==> src/rtl/tex_dcr_sequencer_if.sv <==
// Host DCR write port, texture pipeline handshake and DCR register-file write port
// of the texture DCR sequencer. The sequencer takes the slave view; the host side
// (or a testbench) takes the master view.
interface tex_dcr_sequencer_if #(
    parameter int ADDR_BITS = 12,
    parameter int DATA_BITS = 32
);
    // Host DCR write request
    logic                 req_valid;
    logic [ADDR_BITS-1:0] req_addr;
    logic [DATA_BITS-1:0] req_data;
    logic                 req_ready;

    // Texture pipeline handshake
    logic                 tex_req_fire;
    logic                 tex_rsp_fire;
    logic                 tex_stall;

    // Replayed DCR write towards the register file
    logic                 dcr_valid;
    logic [ADDR_BITS-1:0] dcr_addr;
    logic [DATA_BITS-1:0] dcr_data;

    // Sequencer has work queued or in progress
    logic                 busy;

    modport master (
        output req_valid, req_addr, req_data, tex_req_fire, tex_rsp_fire,
        input  req_ready, tex_stall, dcr_valid, dcr_addr, dcr_data, busy
    );

    modport slave (
        input  req_valid, req_addr, req_data, tex_req_fire, tex_rsp_fire,
        output req_ready, tex_stall, dcr_valid, dcr_addr, dcr_data, busy
    );
endinterface

==> src/rtl/tex_dcr_sequencer.sv <==
// Texture DCR write sequencer.
// Buffers host DCR writes in a small FIFO, stalls new texture requests while any
// write is queued, waits for in-flight texture requests to retire, then replays
// the queued writes to the DCR register file one per cycle in arrival order.
module tex_dcr_sequencer #(
    parameter string INSTANCE_ID = "",
    parameter int    ADDR_BITS   = 12,
    parameter int    DATA_BITS   = 32,
    parameter int    DEPTH       = 4,
    parameter int    MAX_PENDING = 16
) (
    input logic                clk,
    input logic                reset_n,
    tex_dcr_sequencer_if.slave bus
);
    localparam int PTR_BITS  = $clog2(DEPTH);
    localparam int CNT_BITS  = $clog2(DEPTH + 1);
    localparam int PEND_BITS = $clog2(MAX_PENDING + 1);

    typedef enum logic [1:0] {
        S_IDLE    = 2'd0,
        S_QUIESCE = 2'd1,
        S_DRAIN   = 2'd2
    } state_t;

    typedef struct packed {
        logic [ADDR_BITS-1:0] addr;
        logic [DATA_BITS-1:0] data;
    } entry_t;

    // Registered state
    state_t               r_state;
    entry_t               r_mem [DEPTH];
    logic [PTR_BITS-1:0]  r_wr_ptr;
    logic [PTR_BITS-1:0]  r_rd_ptr;
    logic [CNT_BITS-1:0]  r_count;
    logic [PEND_BITS-1:0] r_pending;
    logic                 r_dcr_valid;
    logic [ADDR_BITS-1:0] r_dcr_addr;
    logic [DATA_BITS-1:0] r_dcr_data;

    // Derived signals
    logic   w_empty;
    logic   w_full;
    logic   w_push;
    logic   w_pop;
    logic   w_pending_zero;
    logic   w_stall;
    entry_t w_head;

    assign w_empty        = (r_count == '0);
    assign w_full         = (r_count == CNT_BITS'(DEPTH));
    assign w_push         = bus.req_valid && !w_full;
    assign w_pending_zero = (r_pending == '0);
    assign w_head         = r_mem[r_rd_ptr];

    // Texture state may only change with the texture pipeline empty, so new
    // requests are held off as soon as any write is queued and until the
    // sequencer is back in IDLE.
    assign w_stall = (r_state != S_IDLE) || !w_empty;

    // Pop the head whenever a DCR write is to be issued on the next cycle:
    // on the edge that enters DRAIN and on every DRAIN edge with data queued.
    always_comb begin
        // NOTE: default assignment first so every path drives w_pop; a path
        // that leaves it unassigned would infer a latch.
        w_pop = 1'b0;
        case (r_state)
            S_IDLE,
            S_QUIESCE: w_pop = !w_empty && w_pending_zero;
            S_DRAIN:   w_pop = !w_empty;
            default:   w_pop = 1'b0;
        endcase
    end

    // FIFO storage: slot contents are written on every accepted host write.
    // NOTE: the storage array has no reset; r_count alone marks which slots are
    // live, so stale contents are never observed and the array can map onto
    // plain RAM or reset-less flops.
    always_ff @(posedge clk) begin
        if (w_push) begin
            r_mem[r_wr_ptr] <= '{addr: bus.req_addr, data: bus.req_data};
        end
    end

    // FIFO pointers and occupancy; a reset discards everything queued.
    always_ff @(posedge clk or negedge reset_n) begin
        // NOTE: sequential state is assigned with <= so every register samples
        // the pre-edge values of the others, independent of statement order.
        if (!reset_n) begin
            r_wr_ptr <= '0;
            r_rd_ptr <= '0;
            r_count  <= '0;
        end else begin
            if (w_push) begin
                r_wr_ptr <= r_wr_ptr + PTR_BITS'(1);
            end
            if (w_pop) begin
                r_rd_ptr <= r_rd_ptr + PTR_BITS'(1);
            end
            case ({w_push, w_pop})
                2'b10:   r_count <= r_count + CNT_BITS'(1);
                2'b01:   r_count <= r_count - CNT_BITS'(1);
                default: r_count <= r_count;
            endcase
        end
    end

    // Count of texture requests in flight; a request and a response in the
    // same cycle cancel out.
    always_ff @(posedge clk or negedge reset_n) begin
        if (!reset_n) begin
            r_pending <= '0;
        end else begin
            case ({bus.tex_req_fire, bus.tex_rsp_fire})
                2'b10:   r_pending <= r_pending + PEND_BITS'(1);
                2'b01:   r_pending <= r_pending - PEND_BITS'(1);
                default: r_pending <= r_pending;
            endcase
        end
    end

    // Sequencer FSM with registered DCR write outputs. The write strobe and its
    // address/data are loaded from the FIFO head on the same edge that pops it,
    // so a write accepted with nothing in flight strobes two cycles later.
    always_ff @(posedge clk or negedge reset_n) begin
        if (!reset_n) begin
            r_state     <= S_IDLE;
            r_dcr_valid <= 1'b0;
            r_dcr_addr  <= '0;
            r_dcr_data  <= '0;
        end else begin
            r_dcr_valid <= w_pop;
            if (w_pop) begin
                r_dcr_addr <= w_head.addr;
                r_dcr_data <= w_head.data;
            end

            case (r_state)
                S_IDLE: begin
                    if (!w_empty) begin
                        r_state <= w_pending_zero ? S_DRAIN : S_QUIESCE;
                    end
                end
                S_QUIESCE: begin
                    // Stall is up, so the in-flight count can only fall here.
                    if (w_pending_zero) begin
                        r_state <= S_DRAIN;
                    end
                end
                S_DRAIN: begin
                    // A write pushed on the edge that popped the last entry is
                    // popped next edge, keeping the burst gap-free; only an
                    // empty FIFO ends the burst.
                    if (w_empty) begin
                        r_state <= S_IDLE;
                    end
                end
                default: begin
                    r_state <= S_IDLE;
                end
            endcase
        end
    end

    assign bus.req_ready = !w_full;
    assign bus.tex_stall = w_stall;
    assign bus.busy      = w_stall;
    assign bus.dcr_valid = r_dcr_valid;
    assign bus.dcr_addr  = r_dcr_addr;
    assign bus.dcr_data  = r_dcr_data;

`ifndef SYNTHESIS
    // A response with nothing in flight means the pending count lost track.
    a_pending_underflow: assert property (@(posedge clk) disable iff (!reset_n)
        !(bus.tex_rsp_fire && !bus.tex_req_fire && w_pending_zero))
        else $error("%s: tex_rsp_fire with no texture request pending", INSTANCE_ID);

    // The pending counter is sized for MAX_PENDING requests and must not wrap.
    a_pending_overflow: assert property (@(posedge clk) disable iff (!reset_n)
        !(bus.tex_req_fire && !bus.tex_rsp_fire && (r_pending == PEND_BITS'(MAX_PENDING))))
        else $error("%s: tex_req_fire with MAX_PENDING requests already in flight", INSTANCE_ID);

    // The consumer must honour the stall in the same cycle it is raised.
    a_req_during_stall: assert property (@(posedge clk) disable iff (!reset_n)
        !(bus.tex_req_fire && w_stall))
        else $error("%s: tex_req_fire while tex_stall is asserted", INSTANCE_ID);
`endif

`ifdef DBG_TRACE_TEX
    // Debug trace of every replayed DCR write.
    always @(posedge clk) begin
        if (reset_n && r_dcr_valid) begin
            $display("[%s] dcr write addr=0x%0h data=0x%0h", INSTANCE_ID, r_dcr_addr, r_dcr_data);
        end
    end
`endif

endmodule

==> src/flat_wrapper.sv <==
// flat-port wrapper written by rule: the top's interface ports become plain ports
module tex_dcr_sequencer_flat 
#(
    parameter string INSTANCE_ID = "",
    parameter int    ADDR_BITS   = 12,
    parameter int    DATA_BITS   = 32,
    parameter int    DEPTH       = 4,
    parameter int    MAX_PENDING = 16
)
  (clk, reset_n, bus_req_valid, bus_req_addr, bus_req_data, bus_tex_req_fire, bus_tex_rsp_fire, bus_req_ready, bus_tex_stall, bus_dcr_valid, bus_dcr_addr, bus_dcr_data, bus_busy);
  tex_dcr_sequencer_if #(.ADDR_BITS(ADDR_BITS), .DATA_BITS(DATA_BITS)) bus_i ();
  input logic clk;
  input logic reset_n;
  input wire logic [$bits(bus_i.req_valid)-1:0] bus_req_valid;
  input wire logic [$bits(bus_i.req_addr)-1:0] bus_req_addr;
  input wire logic [$bits(bus_i.req_data)-1:0] bus_req_data;
  input wire logic [$bits(bus_i.tex_req_fire)-1:0] bus_tex_req_fire;
  input wire logic [$bits(bus_i.tex_rsp_fire)-1:0] bus_tex_rsp_fire;
  output wire logic [$bits(bus_i.req_ready)-1:0] bus_req_ready;
  output wire logic [$bits(bus_i.tex_stall)-1:0] bus_tex_stall;
  output wire logic [$bits(bus_i.dcr_valid)-1:0] bus_dcr_valid;
  output wire logic [$bits(bus_i.dcr_addr)-1:0] bus_dcr_addr;
  output wire logic [$bits(bus_i.dcr_data)-1:0] bus_dcr_data;
  output wire logic [$bits(bus_i.busy)-1:0] bus_busy;
  assign bus_i.req_valid = bus_req_valid;
  assign bus_i.req_addr = bus_req_addr;
  assign bus_i.req_data = bus_req_data;
  assign bus_i.tex_req_fire = bus_tex_req_fire;
  assign bus_i.tex_rsp_fire = bus_tex_rsp_fire;
  assign bus_req_ready = bus_i.req_ready;
  assign bus_tex_stall = bus_i.tex_stall;
  assign bus_dcr_valid = bus_i.dcr_valid;
  assign bus_dcr_addr = bus_i.dcr_addr;
  assign bus_dcr_data = bus_i.dcr_data;
  assign bus_busy = bus_i.busy;
  tex_dcr_sequencer #(.INSTANCE_ID(INSTANCE_ID), .ADDR_BITS(ADDR_BITS), .DATA_BITS(DATA_BITS), .DEPTH(DEPTH), .MAX_PENDING(MAX_PENDING)) u_core (.clk(clk), .reset_n(reset_n), .bus(bus_i));
endmodule
==> config.mk <==
export PLATFORM = sky130hd
export DESIGN_NAME = tex_dcr_sequencer_flat
export DESIGN_NICKNAME = d
export VERILOG_FILES = /design/src/rtl/tex_dcr_sequencer_if.sv /design/src/rtl/tex_dcr_sequencer.sv /design/src/flat_wrapper.sv
export SDC_FILE = /design/constraint.sdc
export NUM_CORES = 1
export LEC_CHECK = 0
export BUFFER_PORTS_ARGS = -buffer_cell sky130_fd_sc_hd__clkbuf_2
export CORE_MARGIN = 2
export CORE_UTILIZATION = 51
export CTS_CLUSTER_SIZE = 14
export DETAILED_ROUTE_END_ITERATION = 10
export GPL_ROUTABILITY_DRIVEN = 0
export MAX_ROUTING_LAYER = met4
export PLACE_DENSITY = 0.71
export SETUP_SLACK_MARGIN = 0.5
export SLEW_MARGIN = 20
export SYNTH_ARGS = -nofsm -noshare
export SYNTH_HDL_FRONTEND = slang
export SYNTH_SLANG_ARGS = --single-unit
==> constraint.sdc <==
create_clock -name clk -period 7.01 [get_ports clk]
set_input_delay 0.701 -clock clk [delete_from_list [all_inputs] [get_ports clk]]
set_output_delay 0.701 -clock clk [all_outputs]
set_load 0.01 [all_outputs]
# Word-level counts from Yosys, hierarchy flattened
# Memory sizes are Yosys's and may differ from the RTL's. A register that Yosys moved wholly into a read port is not among the register bits.
# Index checks and enable logic that the tools add are counted.
classes:
  n_reduce_logical: 14
  muxes: 10
  n_eq_ne: 10
  addsub: 6
op_table:
  columns: ["cell", "count"]
  rows:
  - ["5-bit one-hot mux with 2 select lines", 1]
  - ["2-bit 2-to-1 mux", 4]
  - ["2-bit by 1-bit equality test with 1-bit output (second input constant)", 3]
  - ["2-bit equality test (second input constant)", 3]
  - ["2-bit one-hot mux with 3 select lines", 1]
  - ["3-bit one-hot mux with 2 select lines", 1]
  - ["2-bit nonzero test", 3]
  - ["5-bit by 1-bit adder with 5-bit output (second input constant)", 1]
  - ["5-bit logical NOT", 1]
  - ["5-bit by 1-bit subtractor with 5-bit output (second input constant)", 1]
  - ["2-bit by 1-bit adder with 2-bit output (second input constant)", 2]
  - ["2-bit by 1-bit != test with 1-bit output (second input constant)", 2]
  - ["3-bit by 1-bit adder with 3-bit output (second input constant)", 1]
  - ["3-bit equality test (second input constant)", 1]
  - ["1-bit logical NOT", 3]
  - ["3-bit logical NOT", 1]
  - ["3-bit AND reduction", 1]
  - ["3-bit by 1-bit subtractor with 3-bit output (second input constant)", 1]
  - ["1-bit logical AND", 2]
  - ["2-bit logical NOT", 1]
  - ["1-bit 2-to-1 mux", 2]
  - ["2-bit != test (second input constant)", 1]
  - ["1-bit one-hot mux with 2 select lines", 1]
  - ["2-bit OR reduction", 1]
  - ["1-bit logical OR", 1]
word_totals:
  elab_cells: 47
  ff_bits: 15
  ramBits: 176
  n_memories: 1
  inputBits: 49
  output_inout_bits: 48
memory_table:
  columns: ["name", "words", "width", "rd", "rd_ports_with_merged_regs", "write_ports", "line_no", "rtl"]
  rows:
  - ["u_core.r_mem", 4, 44, 1, 1, 1, "tex_dcr_sequencer.sv:33", "entry_t r_mem [DEPTH];"]

# Depth between registers and ports, before layout
depth:
  word_depth: 6
  mapped_depth: 11
  mapped_depth_nobuf: 10

# Least setup slack after synthesis
# OpenSTA, ideal clock, no wires.
synth_timing:
  path_type: "reg-to-reg"
  from: "register u_core.r_pending[0]"
  to: "register u_core.r_count[2]"
  setup_slack_ps: 4489
  path_stages_with_launch: 12
  n_path_buf: 2
  arrival_ps: 2442
  path_cell_list: "dfrtp_1 -> or3_4 -> o41ai_4 -> and2_4 -> buf_12 -> buf_12 -> ha_1 -> inv_1 -> fa_1 -> xor2_1 -> nor2_1 -> xor2_1"
synth_between:
  elab_chain_cells: 5
  word_cells_on_any_way: 7
synth_lines:
  columns: ["item", "line_no", "rtl"]
  rows:
  - ["start, declared", "tex_dcr_sequencer.sv:37", "logic [PEND_BITS-1:0] r_pending;"]
  - ["start signal, assigned", "tex_dcr_sequencer.sv:116", "2'b10: r_pending <= r_pending + PEND_BITS'(1);"]
  - ["start signal, assigned", "tex_dcr_sequencer.sv:117", "2'b01: r_pending <= r_pending - PEND_BITS'(1);"]
  - ["start signal, assigned", "tex_dcr_sequencer.sv:118", "default: r_pending <= r_pending;"]
  - ["5-bit logical NOT (*)", "tex_dcr_sequencer.sv:54", "assign w_pending_zero = (r_pending == '0);"]
  - ["1-bit logical AND (*)", "tex_dcr_sequencer.sv:70", "S_QUIESCE: w_pop = !w_empty && w_pending_zero;"]
  - ["1-bit one-hot mux with 2 select lines (*)", "tex_dcr_sequencer.sv:68", "case (r_state)"]
  - ["net u_core.w_pop", "tex_dcr_sequencer.sv:46", "logic w_pop;"]
  - ["2-bit by 1-bit equality test with 1-bit output or 2-bit equality test (tied branches)", "tex_dcr_sequencer.sv:101", "case ({w_push, w_pop})"]
  - ["3-bit one-hot mux with 2 select lines or 2-bit nonzero test (tied branches)", null, null]
  - ["end signal, assigned", "tex_dcr_sequencer.sv:102", "2'b10: r_count <= r_count + CNT_BITS'(1);"]
  - ["end signal, assigned", "tex_dcr_sequencer.sv:103", "2'b01: r_count <= r_count - CNT_BITS'(1);"]
  - ["end signal, assigned", "tex_dcr_sequencer.sv:104", "default: r_count <= r_count;"]
  - ["end, declared", "tex_dcr_sequencer.sv:36", "logic [CNT_BITS-1:0] r_count;"]
# The timed path passes the listed nets; every way through them passes the cells marked *.
# A chain may end at the register's enable or synchronous reset.

# Worst setup path after layout
layout_timing:
  from: "register u_core.r_pending[0]"
  to: "register u_core.r_count[2]"
layout_between:
  elab_chain_cells: 5
  word_cells_on_any_way: 7
layout_lines:
  columns: ["item", "line_no"]
  rows:
  - ["5-bit logical NOT (*)", "tex_dcr_sequencer.sv:54"]
  - ["1-bit logical AND (*)", "tex_dcr_sequencer.sv:70"]
  - ["1-bit one-hot mux with 2 select lines (*)", "tex_dcr_sequencer.sv:68"]
  - ["2-bit by 1-bit equality test with 1-bit output or 2-bit equality test (tied branches)", "tex_dcr_sequencer.sv:101"]
  - ["3-bit one-hot mux with 2 select lines or 2-bit nonzero test (tied branches)", null]
# Every way passes the cells marked *; elsewhere a longest branch is shown, timed or not.

==> impl_metrics.csv <==
group,metric,value,unit
detailed_routing,wl,15700,um
floorplan,start_util,52.4,%
synthesis,synth-main-ff-cell,"edfxtp_1",
grt,grt_max_degree,60,
worst_setup_path,reg2reg_slack,3810,ps
synthesis,synth_area_leaders,"edfxtp_1 58%, dfrtp_1 16%, mux4_2 11%",
job,drv_cap,0,
cts,cts_tree,"done",
cts,cts_setup_buffers,0,
synthesis,yosysTopAreaCellShare,58.1,%
sta,slew_viol_final,0,
detailed_routing,initialDrtViolationCount,190,
pwr,p_per_area,447,mW/mm2
sta,slew_headroom,35.7,%
sta,rsz0062_at_grt,"false",
synthesis,synth_seq_cells,235,
synthesis,synth_warnings,0,
worst_setup_path,worst_r2r_path_depth,9,
layout,layout_common_cells,"176 x edfxtp_1, 95 x clkbuf_2, 57 x dfrtp_1",
grt,grt-ovfl-total,0,
synthesis,yosysSeqAreaShare,74.4,%
detailed_routing,route.met2.wl,7810,um
outcome,status,"finished, final reports clean",
placement,place_hpwl,8760,um
floorplan,die_w,138,um
layout,drive_above_1_share,44.3,%
worst_setup_path,cp-start-kind,"register",
worst_setup_path,crit_fanout,47,
sta,finalHoldViolCount,0,
min_path,hold_path_class,"input port to async pin",
floorplan,io_pins,97,
grt,grt_pass1_wl,24500,um
detailed_routing,wl_met3,982,um
floorplan,dieArea,0.0189,mm2
placement,numPortBuffers,96,
cts,cts_buffer_depth,3,
floorplan,die_y,138,um
detailed_routing,via_per_inst,5.46,
synthesis,syn-cell-area,0.00909,mm2
detailed_routing,avgRoutedWirePerCell,20.5,um
pwr,p_leak,3.98,nW
detailed_routing,remaining_drc_errors,0,
sta,worst_slew_pin_slew,964,ps
cts,cts_sinks,235,
worst_setup_path,r2r_start,"u_core.r_pending[0]$_DFFE_PN0P_",
worst_setup_path,cp-startpoint,"u_core.r_pending[0]$_DFFE_PN0P_",
synthesis,synth_area_per_cell,22.1,um2
detailed_routing,dr.pass1.iters,5,
synthesis,synth.net_count,471,
layout,final_util,61.0,%
worst_setup_path,setup.worst_path.class,"register to register",
cts,clk_latency,540,ps
cts,hold_buffers,0,
detailed_routing,wl_met1,6580,um
cts,numCtsBuffers,25,
sta,finalSetupViolations,0,
layout,area_growth,16.4,%
worst_setup_path,reg2reg_to,"u_core.r_count[2]$_DFFE_PN0P_",
synthesis,postSynthCellCount,411,
floorplan,core,0.0174,mm2
cts,htreeDepth,1,
floorplan,row_count,48,
detailed_routing,highest_layer,"met4",
layout,layout.nets,582,
cts,clkSlewWorstSetupHoldPaths,60,ps
sta,hold_slack,267,ps
sta,finalSetupTns,0,ps
cts,ctsResizeCount,0,
grt,antenna_found_initial,0,
synthesis,synth-edff-count,176,
worst_setup_path,crit_required,7440,ps
grt,grt_use_total,17.9,%
cts,clockRootBuffer,"clkbuf_16",
detailed_routing,vias,4181,
sta,layout_min_cycle_time,3200,ps
sta,fin_skew,30.7,ps
detailed_routing,postRouteAntennaNets,0,
worst_setup_path,cp_data_arrival_time,3630,ps
worst_setup_path,end_kind,"register",
synthesis,synth.distinct_cells,37,
sta,period_share,45.6,%
layout,final_common_cell,"edfxtp_1",
synthesis,async_reset_ff_share,25.1,%
grt,first_global_vias,4494,
pwr,irDropWorstVdd,0.281,mV
synthesis,synth_top_cell_by_area,"edfxtp_1",
sta,fmax,0.313,GHz
worst_setup_path,endpoint,"u_core.r_count[2]$_DFFE_PN0P_",
==> per-stage QoR <==
stage	setup WS (ps)	area, um2	instances	total power, W
detailed placement	3830	9750	720	0.00348
floorplan	4490	9090	411	0.00309
global placement	3900	9750	720	0.00343
CTS	3750	10600	765	0.00479
finish	3810	10600	766	0.00473
global route	3650	10600	765	0.00496
==> worst max-delay path, stage by stage, from the launching register on <==
cell     delay [ps]
dfrtp_1         420
or3_4           420
o41ai_4         230
and2_4          820
ha_1            320
inv_1            70
fa_1            370
xor2_1          150
nor2_1          130
xor2_1          180
==> power by group <==
group | total [W] | internal, W | switching [W]
combinational | 0.00127 | 0.000704 | 0.000568
sequential | 0.00215 | 0.00191 | 0.000243
clock | 0.00131 | 0.000789 | 0.000519
total | 0.00473 | 0.00340 | 0.00133
==> layer usage <==
layer  GRT usage, %  vias to the layer above
li1               -                     1861
met1           24.0                     2180
met2           28.7                      110
met3           3.46                       30
met4           4.70                        0
met5              -                        -
==> final cells by class <==
type | instances | area, um2
sequential | 235 | 6770
clock buffer | 37 | 721
tap | 225 | 282
clock inverter | 8 | 111
fill | 1251 | 6780
inverter | 11 | 41.3
multi-input combinational | 148 | 2140
timing repair buffer | 101 | 520
antenna | 1 | 2.50
==> kinds of logic (layout without fill, tap and decap cells) <==
kind of cell / after synthesis / after routing / synth area share, %
flops: 235 / 235 / 74.4
mux: 90 / 90 / 18.2
buf+inv: 28 / 157 / 2.16
simple gates: 25 / 25 / 1.54
compound gates: 13 / 13 / 1.21
fa+ha+maj: 11 / 11 / 1.68
xor+xnor: 9 / 9 / 0.867
other cells: 0 / 1 / 0
==> worst min path at each step <==
stage | start | endpoint | slack, ps | cells after the start
after detailed placement | u_core.r_state[0]$_DFFE_PN0P_ | u_core.r_state[1]$_DFFE_PN0P_ | 480 | 1
after global routing | reset_n | u_core.bus.dcr_data[4]$_DFFE_PN0P_ | 350 | 1
after CTS | reset_n | u_core.bus.dcr_data[4]$_DFFE_PN0P_ | 310 | 1
final | reset_n | u_core.bus.dcr_data[6]$_DFFE_PN0P_ | 270 | 1
after floorplan | reset_n | u_core.bus.dcr_addr[0]$_DFFE_PN0P_ | 410 | 0
after global placement | u_core.r_state[0]$_DFFE_PN0P_ | u_core.r_state[1]$_DFFE_PN0P_ | 470 | 1
==> registers in the layout (all words and copies together), names as in the netlist <==
name	flops
u_core.r_state	2
u_core.r_pending	5
u_core.r_mem	176
u_core.r_rd_ptr	2
u_core.r_wr_ptr	2
u_core.bus.dcr_addr	12
u_core.bus.dcr_data	32
u_core.bus.dcr_valid	1
u_core.r_count	3
==> Yosys cell counts (2+ instances only) <==
master	number
fa_1	2
o21ai_0	4
and3_1	4
buf_12	5
xnor2_1	4
ha_1	9
nor3_1	3
nand3_1	2
clkbuf_1	5
mux2_4	38
o311ai_0	2
mux4_2	44
nor2_1	4
edfxtp_1	176
nand2_1	4
inv_1	11
dfrtp_1	59
mux2_2	7
or3_1	2
buf_2	5
xor2_1	5
(Power assumes the default switching activity.)
